--- config.mk ---
export PLATFORM = sky130hd
export DESIGN_NAME = pipeline_ctrl
export DESIGN_NICKNAME = d
export VERILOG_FILES = /design/src/rtl/pipeline_ctrl.sv
export SDC_FILE = /design/constraint.sdc
export NUM_CORES = 1
export LEC_CHECK = 0
export ABC_AREA = 1
export BUFFER_PORTS_ARGS = -buffer_cell sky130_fd_sc_hd__buf_2
export CAP_MARGIN = 10
export CORE_MARGIN = 1.5
export CORE_UTILIZATION = 40
export CTS_BUF_LIST = sky130_fd_sc_hd__clkbuf_8
export DETAILED_ROUTE_END_ITERATION = 10
export MAX_ROUTING_LAYER = met4
export PLACE_DENSITY_LB_ADDON = 0.3
export SETUP_SLACK_MARGIN = 0.05
export SYNTH_ARGS = -nofsm -noshare
export SYNTH_HDL_FRONTEND = slang
export SYNTH_SLANG_ARGS = --single-unit
--- constraint.sdc ---
create_clock -name clk -period 2.2 [get_ports clk]
set_input_delay 0.44 -clock clk [delete_from_list [all_inputs] [get_ports clk]]
set_output_delay 0.44 -clock clk [all_outputs]
set_load 0.01 [all_outputs]
--- src/rtl/pipeline_ctrl.sv ---
// Stall/flush controller for the 5-stage RV32I pipeline: data-memory wait FSM with timeout,
// load-use and fetch-wait stalls, branch redirect flushes, and saturating stall/flush counters.
module pipeline_ctrl #(
   parameter int unsigned DM_TIMEOUT = 16,
   parameter int unsigned CNT_W      = 32
) (
   input  logic             clk,
   input  logic             rstn,
   input  logic [4:0]       id_rs1,
   input  logic [4:0]       id_rs2,
   input  logic             id_rs1_used,
   input  logic             id_rs2_used,
   input  logic             ex_mem_read,
   input  logic [4:0]       ex_rf_waddr,
   input  logic             ex_branch_taken,
   input  logic             mem_dm_req,
   input  logic             dm_ready,
   input  logic             im_ready,
   output logic             pc_en,
   output logic             if_id_en,
   output logic             if_id_flush,
   output logic             id_ex_en,
   output logic             id_ex_flush,
   output logic             ex_mem_en,
   output logic             mem_wb_en,
   output logic             dm_err,
   output logic [CNT_W-1:0] stall_cnt,
   output logic [CNT_W-1:0] flush_cnt
);

   typedef enum logic {RUN, DM_WAIT} state_t;

   localparam logic [7:0] TIMEOUT = 8'(DM_TIMEOUT);

   state_t     state;
   logic [7:0] wait_cnt;
   logic       load_use, timeout, freeze, branch_apply;

   // x0 is never a real destination, so it can never create a hazard
   assign load_use = ex_mem_read && (ex_rf_waddr != 5'd0) &&
                     ((id_rs1_used && (id_rs1 == ex_rf_waddr)) ||
                      (id_rs2_used && (id_rs2 == ex_rf_waddr)));

   assign timeout = (state == DM_WAIT) && !dm_ready && (wait_cnt == TIMEOUT);

   assign freeze = ((state == RUN) && mem_dm_req && !dm_ready) ||
                   ((state == DM_WAIT) && !dm_ready && !timeout);

   assign branch_apply = rstn && !freeze && ex_branch_taken;

   always_comb begin
      pc_en       = 1'b0;
      if_id_en    = 1'b0;
      if_id_flush = 1'b0;
      id_ex_en    = 1'b0;
      id_ex_flush = 1'b0;
      ex_mem_en   = 1'b0;
      mem_wb_en   = 1'b0;
      dm_err      = rstn && timeout;
      if (rstn && !freeze) begin
         pc_en     = 1'b1;
         if_id_en  = 1'b1;
         id_ex_en  = 1'b1;
         ex_mem_en = 1'b1;
         mem_wb_en = 1'b1;
         // the ID instruction is wrong-path on a taken branch, so branch beats load-use
         if (ex_branch_taken) begin
            if_id_flush = 1'b1;
            id_ex_flush = 1'b1;
         end else if (load_use) begin
            pc_en       = 1'b0;
            if_id_en    = 1'b0;
            id_ex_flush = 1'b1;
         end else if (!im_ready) begin
            pc_en       = 1'b0;
            if_id_flush = 1'b1;
         end
      end
   end

   always_ff @(posedge clk) begin
      if (!rstn) begin
         state    <= RUN;
         wait_cnt <= 8'd0;
      end else begin
         case (state)
            RUN: begin
               if (mem_dm_req && !dm_ready) begin
                  state    <= DM_WAIT;
                  wait_cnt <= 8'd1;
               end
            end
            DM_WAIT: begin
               if (dm_ready || timeout) begin
                  state    <= RUN;
                  wait_cnt <= 8'd0;
               end else begin
                  wait_cnt <= wait_cnt + 8'd1;
               end
            end
            default: begin
               state    <= RUN;
               wait_cnt <= 8'd0;
            end
         endcase
      end
   end

   always_ff @(posedge clk) begin
      if (!rstn) begin
         stall_cnt <= '0;
         flush_cnt <= '0;
      end else begin
         if (!pc_en && (stall_cnt != '1))
            stall_cnt <= stall_cnt + 1'b1;
         if (branch_apply && (flush_cnt != '1))
            flush_cnt <= flush_cnt + 1'b1;
      end
   end

endmodule

# [Yosys cells after proc, flatten, opt, wreduce, memory -nomap -nowiden]
# Index checks and enable logic that the tools add are counted.
[totals] regBits=73 latch_bits=0 ramBits=0 mem_bits_ro=0 inputBits=24 output_inout_bits=72 mem_count=0
[classes] addsub=3 mul=0 div=0 order_cmp=0 n_eq_ne=6 shift=0 n_mux=21 n_bitwise=1 reduce_logical=23
[op_table] op="32-bit by 1-bit adder with 32-bit output, second input constant" count=2
[op_table] op="32-bit inequality test, second input constant" count=2
[op_table] op="1-bit 2-to-1 mux" count=17
[op_table] op="8-bit 2-to-1 mux" count=2
[op_table] op="8-bit case mux with 2 select lines" count=1
[op_table] op="1-bit logical AND" count=15
[op_table] op="5-bit == test" count=2
[op_table] op="8-bit by 1-bit adder with 8-bit output, second input constant" count=1
[op_table] op="8-bit by 5-bit == test with 1-bit output, second input constant" count=1
[op_table] op="5-bit nonzero test" count=1
[op_table] op="1-bit logical NOT" count=4
[op_table] op="1-bit logical OR" count=3
[op_table] op="2-bit by 1-bit inequality test with 1-bit output, second input constant" count=1
[op_table] op="1-bit case mux with 2 select lines" count=1
[op_table] op="1-bit inverter" count=1

# [Longest topological paths before layout]
# Gate-level depths: netlist (run 1).
[logic_depth] word_depth=11 ltp_mapped=12 ltp_nobuf=12

# [Worst setup path before layout (run 1)]
# No wires, ideal clock.
[synth_timing] path_type="register to output" start="register wait_cnt[0]" end="output pc_en" arrival_time_ns=1.404 t_required_ns=1.760 path_slack_ns=0.356 path_stages_with_launch=10 n_path_buf=1 cell_sequence="dfxtp_1 > inv_1 > ha_1 > nand3_2 > o21ai_2 > nand3_2 > clkinv_4 > nand3_4 > buf_2 > inv_1"
[synth_via] elab_chain_cells=8
[synth_lines] element="from (decl)" line_no="36" rtl="logic [7:0] wait_cnt;"
[synth_lines] element="from (signal assigned)" line_no="98" rtl="wait_cnt <= wait_cnt + 8'd1;"
[synth_lines] element="8-bit by 5-bit == test with 1-bit output" line_no="44" rtl="assign timeout = (state == DM_WAIT) && !dm_ready && (wait_cnt == TIMEOUT);"
[synth_lines] element="1-bit logical AND" line_no="44"
[synth_lines] element="1-bit logical NOT" line_no="47" rtl="((state == DM_WAIT) && !dm_ready && !timeout);"
[synth_lines] element="1-bit logical AND" line_no="47"
[synth_lines] element="1-bit logical OR" line_no="46" rtl="assign freeze = ((state == RUN) && mem_dm_req && !dm_ready) ||"
[synth_lines] element="1-bit logical NOT" line_no="60" rtl="if (rstn && !freeze) begin"
[synth_lines] element="1-bit logical AND" line_no="60"
[synth_lines] element="1-bit 2-to-1 mux" line_no="60"
[synth_lines] element="to (decl)" line_no="19" rtl="output logic pc_en,"
# Every way passes these cells.

# [Worst setup path in the final report (run 1)]
[layout_timing] start="register wait_cnt[1]" end="output id_ex_flush"
[layout_via] elab_chain_cells=8
[layout_lines] element="8-bit by 5-bit == test with 1-bit output" line_no="44"
[layout_lines] element="1-bit logical AND" line_no="44"
[layout_lines] element="1-bit logical NOT" line_no="47"
[layout_lines] element="1-bit logical AND" line_no="47"
[layout_lines] element="1-bit logical OR" line_no="46"
[layout_lines] element="1-bit logical NOT" line_no="60"
[layout_lines] element="1-bit logical AND" line_no="60"
[layout_lines] element="1-bit 2-to-1 mux" line_no="60"
[layout_lines] element="to (decl)" line_no="23" rtl="output logic id_ex_flush,"
# Every way passes these cells.

==> reports/metrics.cfg, run 1 <==
[synth]
yosysTopAreaCell=dfxtp_1
synth_edf_count=0
synth.area.top_cells=dfxtp_1, nand2_1, nor2_1
ys_top_cells_by_count=nand2_1, nor2_1, dfxtp_1
syn_avg_cell_area_sq_um=6.14
netlist_area_sq_um=4470
ys_types=35
yosysMostFrequentCell=nand2_1
synth-main-ff-cell=dfxtp_1
ys_seq_area_share_pct=32.7
netlist.area_leader.share_pct=32.7
synthArstFlopShare_pct=0
synth_nets=756
ys_ff_latch=73
ys_warn_count=0
netlist_instances=728

[critical_path]
crit_type=register to primary output
crit_family=flip-flops
startpoint_type=register
cpMaxStageDelayCell=dfxtp_2
arrival_ps=1690
critical_path_buf_inv_count=3
crit_required_ps=1760
path_cells=inv_2 > ha_4 > nand3_4 > o21ai_4 > nand3_2 > clkinv_4 > nand2_4 > o21ai_0 > buf_2
crit_path_max_incr_delay_ps=330
critPathCaptureType=primary output
crit_fanout=5

[die]
core.rowCount=38
io_pins=96
die_area_sq_um=11800
die_w_um=109
start_util_pct=41.1
die_y_um=109
core_area_sq_um=10900

[timing]
fin_skew_ps=9.92
max_freq_ghz=0.470
hold_violations=0
setup_viol=0
fin_crit_sh_pct=96.6
worst_slew_pin_slew_ps=440
rsz0062_at_grt=true
finalCriticalPeriod_ps=2130
maxSlewHeadroom_pct=70.5
drv_slew=0

[power_and_ir_drop]
vdd_drop_max_uv=386
leakagePower_nw=2.46
p_per_area_nw_per_um2=561

[global_route]
grt_max_degree=33
grt_pass1_wl_mm=18.8
grt_use_total_pct=20.4
first_global_vias=4140
antenna_found_initial=0
grt_overflow=0

[cts]
clock_path_buffers=2
cts_root_buf=clkbuf_8
cts_inserted_buffers=9
clock_sinks=73
cts_max_level=3
clk_latency_ps=350
clk_pin_slew_ps=80
cts_tree=built

[drt]
drc_errors=0
via_per_inst=4.72
wl_per_cell_um=11.5
drtIter0Drc=253
drtAntennaViolNets=0
first_pass_iters=4
totalWireLength_mm=11.2
vias=4599

[cells_and_area]
antenna_cells=0
final_area_sq_um=5440
area_growth_pct=21.6
drive_gt1_share_pct=18.7
nNetsFinal=858
instances_no_fill=975

[outcome]
status=completed

[flow_run]
maxCapViolations=0

[placed_design]
routabilityCongestion=0.959
hpwl_mm=8.37
numPortBuffers=95
dp.cells=952
place_area_sq_um=5060

[min_path]
hold_path_class=primary input to register

-- power breakdown --
| part | internal, W | switching, W | total (W) | leakage, nW |
|---|---|---|---|---|
| sequential | 0.00133 | 0.00000994 | 0.00134 | 0.590 |
| combinational | 0.000107 | 0.000170 | 0.000277 | 1.74 |
| clock | 0.000905 | 0.000529 | 0.00143 | 0.137 |
| total | 0.00234 | 0.000709 | 0.00305 | 2.46 |
-- path summary, 6_finish.rpt --
kind	start	to	slack, ps	cells after the start
max	wait_cnt[1]	id_ex_flush	70	9
min	mem_dm_req	state	440	3
max reg2reg	flush_cnt[25]	flush_cnt[31]	320	10
min reg2reg	wait_cnt[1]	wait_cnt[1]	510	2
-- state kept, by name, indices dropped and copies added, names as in the netlist --
register and cells:
flush_cnt 32, stall_cnt 32, wait_cnt 8, state 1
-- worst reg2reg max path, delay by kind of cell, from the launching register on --
kind / cells / cell delay (ps)
AOI/OAI and AO/OA: 1 / 150
buffers and inverters: 2 / 380
DFF: 1 / 440
and+or+nand+nor: 7 / 850
-- layer usage --
| metal | part of all wire [%] | up-vias | global-route usage [%] |
|---|---|---|---|
| li1 | - | 2518 | - |
| met1 | 48 | 1968 | 25.5 |
| met2 | 46 | 98 | 32.2 |
| met3 | 4.5 | 15 | 4.60 |
| met4 | 1.8 | 0 | 7.05 |
| met5 | 0 | - | - |
-- metrics by stage --
step | hold WS [ps] | util, % | setup TNS [ps] | setup slack (ps) | total power, W
6_report | 444 | 50.0 | 0 | 74.3 | 0.00305
5_1_grt | 452 | 50.0 | -77.9 | -33.9 | 0.00320
3_5_place_dp | 502 | 46.5 | 0 | 296 | 0.00163
4_1_cts | 418 | 49.5 | 0 | 50.8 | 0.00309
3_3_place_gp | 496 | 46.5 | 0 | 284 | 0.00163
2_1_floorplan | 472 | - | 0 | 356 | 0.00156
-- cells in the final DEF, fill, tap and decap left out, types with 2 or more instances in the layout --
master	n
nand2_1	215
nor2_1	126
buf_2	94
dfxtp_1	71
nand3_1	68
a21oi_1	66
inv_1	65
nor3_1	19
buf_4	19
xor2_1	11
xnor2_1	11
clkbuf_8	10
nand4_1	7
inv_2	6
nor3b_1	4
bufinv_16	4
o21ai_0	3
nor2_2	3
nand3b_1	3
ha_1	3
nand3_4	2
nand3_2	2
clkinv_4	2
nand2_4	2
o21ai_2	2
o21a_1	2
nor4_1	2
dfxtp_2	2
-- final cells by class --
cell class / instances / area, sq um
Timing Repair Buffer: 114 / 624
Clock buffer: 10 / 138
Inverter: 72 / 275
Tap cell: 140 / 175
Fill cell: 1144 / 5450
Sequential cell: 73 / 1460
Multi-Input combinational cell: 560 / 2630
Clock inverter: 6 / 138
-- kinds of logic after synthesis --
| kind of cell | after synthesis | synth area share, % |
|---|---|---|
| buffers and inverters | 95 | 9.49 |
| xor gates and xnor gates | 22 | 4.31 |
| DFF | 73 | 32.7 |
| adders and majority gates | 4 | 1.12 |
| AOI/OAI and AO/OA | 77 | 9.04 |
| and+or+nand+nor | 457 | 43.4 |
-- timing repair --
item	CTS	global route
endpoints found under the hold margin	0	0
pin swaps	1	5
setup buffers	5	2
hold buffers	0	0
gates resized for setup	5	9
setup endpoints to repair	4	6
(Power assumes the default switching activity.)
==> run 2, diff against run 1 <==
==> constraint.sdc (replaced) <==
create_clock -name clk -period 2 [get_ports clk]
set_input_delay 0.4 -clock clk [delete_from_list [all_inputs] [get_ports clk]]
set_output_delay 0.4 -clock clk [all_outputs]
set_load 0.01 [all_outputs]
==> reports/metrics.cfg, run 2 (synthesis results as in run 1) <==
[outcome]
status=complete, but fails checks
violations=negative setup slack

[die]
start_util_pct=41.1  ; unchanged
die_area_sq_um=11800  ; unchanged
io_pins=96  ; unchanged
die_y_um=109  ; unchanged
die_w_um=109  ; unchanged
core_area_sq_um=10900  ; unchanged
core.rowCount=38  ; unchanged

[drt]
drtAntennaViolNets=0  ; unchanged
via_per_inst=4.83  ; +2.4%
vias=4783  ; +4.0%
wl_per_cell_um=11.8  ; +2.8%
drc_errors=0  ; unchanged
first_pass_iters=4  ; unchanged
totalWireLength_mm=11.7  ; +4.4%
drtIter0Drc=213  ; -16%

[cells_and_area]
final_common_cell=nand2_1
top_regs=flush_cnt (32), stall_cnt (32), wait_cnt (8)
layout_common_cells=nand2_1, nor2_1, buf_2
final_area_sq_um=5560  ; +2.3%
nNetsFinal=873  ; +1.7%
antenna_cells=0  ; unchanged
drive_gt1_share_pct=21.5  ; +2.8 points
area_growth_pct=24.4

[timing]
fin_crit_sh_pct=106
drv_slew=0  ; unchanged
holdWs_ps=425  ; -18.3 ps
setup_viol=6  ; +6
hold_violations=0  ; unchanged
worst_slew_pin_slew_ps=411  ; -28.5 ps
finalCriticalPeriod_ps=2110
layout_setup_ws_ps=-112  ; -186 ps
max_freq_ghz=0.474
tns_ps=-381  ; -381 ps
rsz0062_at_grt=true
fin_skew_ps=8.14  ; -1.78 ps
maxSlewHeadroom_pct=72.6  ; +2.1 points

[power_and_ir_drop]
p_per_area_nw_per_um2=544  ; -3.2%
leakagePower_nw=2.53  ; +2.7%
vdd_drop_max_uv=379  ; -1.8%
fin_total_pwr_w=0.00302  ; -0.94%

[placed_design]
hpwl_mm=8.44  ; +0.90%
place_area_sq_um=5150  ; +1.7%
routabilityCongestion=0.954  ; -0.52%
numPortBuffers=95  ; unchanged
dp_slack_ps=87.0  ; -209 ps

[flow_run]
maxCapViolations=0  ; unchanged

[critical_path]
crit_required_ps=1600  ; -160 ps
crit_type=register to primary output
critical_path_buf_inv_count=3  ; unchanged
crit_path_max_incr_delay_ps=330  ; about the same
arrival_ps=1710  ; +20 ps
cp_common_cell=nand3_4
reg2reg_depth=11  ; +1
cp_num_cells=9  ; unchanged
crit_family=flip-flops
crit_fanout=5  ; unchanged
cpMaxStageDelayCell=dfxtp_2
path_cells=inv_2 > ha_4 > nand3_4 > o21ai_4 > nand3_4 > clkinv_4 > nand2_4 > o21ai_2 > buf_2
critPathCaptureType=primary output
startpoint_type=register

[cts]
cts_hold_buf=0  ; unchanged
clock_path_buffers=2  ; unchanged
clk_pin_slew_ps=80  ; about the same
clock_sinks=73  ; unchanged
clk_latency_ps=360  ; about the same
cts_root_buf=clkbuf_8
cts_max_level=3  ; unchanged
cts_inserted_buffers=9  ; unchanged
cts_tree=built

[global_route]
grt_pass1_wl_mm=19.2  ; +2.0%
grt_overflow=0  ; unchanged
grt_use_total_pct=20.9  ; +0.58 points
first_global_vias=4239  ; +2.4%
antenna_found_initial=0  ; unchanged
grt_max_degree=38  ; +15%

[min_path]
whs_path_depth=3  ; unchanged
hold_path_class=primary input to register

==> run 2: cell types whose count changed in the layout (fill, tap and decap cells not counted), moves of 3 or more <==
cell / previous run / this run
buf_4: 19 / 32
buf_6: 1 / 4
bufinv_16: 4 / 1
clkinv_2: 0 / 3
nor2_1: 126 / 123
nor2_2: 3 / 6
nor3_1: 19 / 16
nor3_2: 1 / 4
==> run 2: path summary, 6_finish.rpt <==
| path | start | end | slack [ps] |
|---|---|---|---|
| worst min register to register | flush_cnt[30] | flush_cnt[30] | 510 |
| worst max register to register | wait_cnt[1] | flush_cnt[24] | 180 |
| worst min-delay path | mem_dm_req | state | 430 |
| worst max-delay path | wait_cnt[1] | if_id_flush | -110 |
==> run 2: through the flow <==
step	std cells	utilization (%)
after detailed placement	962	47.3
final	990	51.1
after floorplan	728	-
after CTS	985	50.3
after global placement	962	47.3
after global routing	990	51.1
==> run 2: timing repair <==
action / in CTS / in global routing
resized for setup: 18 / 16
setup endpoints to repair: 7 / 62
pin swaps: 4 / 8
gates cloned: 0 / 0
setup buffers: 7 / 5
==> run 2: final cells by class <==
| class | count | area (sq um) |
|---|---|---|
| fillers | 1141 | 5320 |
| multi-input cells | 560 | 2670 |
| flip-flops and latches | 73 | 1470 |
| repair buffers | 129 | 766 |
| inverters | 72 | 280 |
| well taps | 140 | 175 |
| clock buffers | 11 | 151 |
| clock inverters | 5 | 53.8 |
==> run 2: worst register-to-register path: stages (launching register included) <==
cell and delay, ps:
dfxtp_2 330, inv_2 80, ha_4 140, nand3_4 90, o21ai_4 190, nand3_4 100, clkinv_4 90, nand2_4 90
nor2_4 160, buf_4 240, nand2_1 90, a21oi_1 140
==> run 2: per-layer routing <==
| layer | track usage (%) | routed length (um) |
|---|---|---|
| met1 | 25.3 | 5370 |
| met2 | 34.5 | 5480 |
| met3 | 3.59 | 535 |
| met4 | 8.55 | 277 |
| met5 | - | 0 |
==> run 2: power breakdown <==
group          switching [W]  leakage (nW)  internal [W]  total (W)
Combinational       0.000195          1.83      0.000131   0.000326
Sequential         0.0000116         0.590       0.00147    0.00148
Clock               0.000579         0.109      0.000640    0.00122
==> run 3, diff against run 2 <==
--- a/config.mk
+++ b/config.mk
@@ -14,6 +14,7 @@
 export DETAILED_ROUTE_END_ITERATION = 10
 export MAX_ROUTING_LAYER = met4
 export PLACE_DENSITY_LB_ADDON = 0.3
+export RECOVER_POWER = 100
 export SETUP_SLACK_MARGIN = 0.05
 export SYNTH_ARGS = -nofsm -noshare
 export SYNTH_HDL_FRONTEND = slang
==> reports/metrics.cfg, run 3 (synthesis results as in run 1) <==
[outcome]
status=complete, but fails checks
violations=negative setup slack

[cts]
cts_root_buf=clkbuf_8
clk_latency_ps=360  ; about the same
cts_hold_buf=0  ; unchanged
cts_max_level=3  ; unchanged
cts_inserted_buffers=9  ; unchanged
clk_pin_slew_ps=80  ; about the same
clock_path_buffers=2  ; unchanged
cts_tree=built
clock_sinks=73  ; unchanged

[drt]
drc_errors=0  ; unchanged
first_pass_iters=5  ; +1
vias=4774  ; -0.19%
via_per_inst=4.82  ; -0.19%
drtIter0Drc=221  ; +3.8%
drtAntennaViolNets=0  ; unchanged
wl_per_cell_um=11.7  ; -0.22%
totalWireLength_mm=11.6  ; -0.22%

[critical_path]
startpoint_type=register
arrival_ps=1710  ; about the same
crit_fanout=5  ; unchanged
crit_required_ps=1600  ; about the same
critPathCaptureType=primary output
crit_type=register to primary output

[die]
core_area_sq_um=10900  ; unchanged
die_y_um=109  ; unchanged
core.rowCount=38  ; unchanged
die_w_um=109  ; unchanged
die_area_sq_um=11800  ; unchanged
start_util_pct=41.1  ; unchanged
io_pins=96  ; unchanged

[global_route]
grt_overflow=0  ; unchanged
grt_max_degree=38  ; unchanged
antenna_found_initial=0  ; unchanged
first_global_vias=4239  ; unchanged
grt_use_total_pct=20.9  ; unchanged
grt_pass1_wl_mm=19.2  ; unchanged

[cells_and_area]
top_regs=flush_cnt (32), stall_cnt (32), wait_cnt (8)
area_growth_pct=23.6
drive_gt1_share_pct=18.1  ; -3.4 points
layout_common_cells=nand2_1, nor2_1, dfxtp_1
final_area_sq_um=5530  ; -0.65%
final_common_cell=nand2_1
antenna_cells=0  ; unchanged
n_fill_cell=1157  ; +1.4%
nNetsFinal=873  ; unchanged

[power_and_ir_drop]
p_per_area_nw_per_um2=546  ; +0.47%
leakagePower_nw=2.41  ; -4.7%
vdd_drop_max_uv=379  ; about the same

[placed_design]
routabilityCongestion=0.954  ; unchanged
place_area_sq_um=5150  ; unchanged
dp_slack_ps=87.0  ; unchanged
hpwl_mm=8.44  ; unchanged
numPortBuffers=95  ; unchanged

[timing]
tns_ps=-369  ; +11.6 ps
fin_skew_ps=9.46  ; +1.32 ps
drv_slew=0  ; unchanged
fin_crit_sh_pct=105  ; about the same
worst_slew_pin_slew_ps=407  ; -3.99 ps
layout_setup_ws_ps=-110  ; +2.10 ps
setup_viol=6  ; unchanged
hold_violations=0  ; unchanged
max_freq_ghz=0.474  ; about the same
finalCriticalPeriod_ps=2110  ; -2.10 ps
maxSlewHeadroom_pct=72.8  ; +0.27 points
rsz0062_at_grt=true

[min_path]
hold_path_class=primary input to register

[flow_run]
maxCapViolations=0  ; unchanged

[run 3: cell count changes in the layout (fill, tap and decap cells not counted)]
cell      before  now
dfxtp_2        4    2
buf_2         92   65
dfxtp_1       69   71
clkbuf_1       0   27
[run 3: final cells by class]
cell class | instances | area [sq um] | share of cell area (%)
Inverter | 72 | 280 | 5.07
Timing Repair Buffer | 129 | 732 | 13.2
Multi-Input combinational cell | 560 | 2670 | 48.3
Clock inverter | 5 | 53.8 | 0.973
Sequential cell | 73 | 1460 | 26.5
Clock buffer | 11 | 151 | 2.74
Tap cell | 140 | 175 | 3.17
[run 3: path summary, 6_finish.rpt]
| check | slack, ps | end | startpoint | cells past startpoint |
|---|---|---|---|---|
| max | -110 | if_id_flush | wait_cnt[1] | 9 |
| min | 430 | state | mem_dm_req | 3 |
| max reg2reg | 180 | flush_cnt[24] | wait_cnt[1] | 11 |
| min reg2reg | 510 | flush_cnt[30] | flush_cnt[30] | 2 |
[run 3: worst max-delay path, stage by stage, from the launching register on]
cell	delay, ps
dfxtp_2	330
inv_2	80
ha_4	140
nand3_4	90
o21ai_4	190
nand3_4	100
clkinv_4	90
nand2_4	50
o21ai_2	130
buf_2	140
[run 3: where the power goes]
part           leakage (nW)  internal, W  switching [W]
Combinational          1.71     0.000131       0.000195
Clock                 0.109     0.000640       0.000575
Sequential            0.590      0.00147      0.0000116
Total                  2.41      0.00224       0.000782
[run 3: what timing repair did]
| action | CTS | global route |
|---|---|---|
| buffers inserted | 7 | 5 |
| endpoints found under the setup margin | 7 | 62 |
| resized for setup | 18 | 16 |
| cloned | 0 | 0 |
| pin swaps | 4 | 8 |
[run 3: stage by stage]
stage	std cells	power (W)	utilization [%]	hold WS [ps]
after floorplan	728	0.00171	-	472
after global placement	962	0.00179	47.3	497
after detailed placement	962	0.00180	47.3	501
after CTS	985	0.00305	50.3	403
after global routing	990	0.00317	50.8	435
final	990	0.00302	50.8	427
[run 3: layer usage]
layer / part of all wire [%] / global-route usage, %
met5: 0 / -
met4: 2.3 / 8.55
met3: 4.5 / 3.59
met2: 47 / 34.5
met1: 46 / 25.3
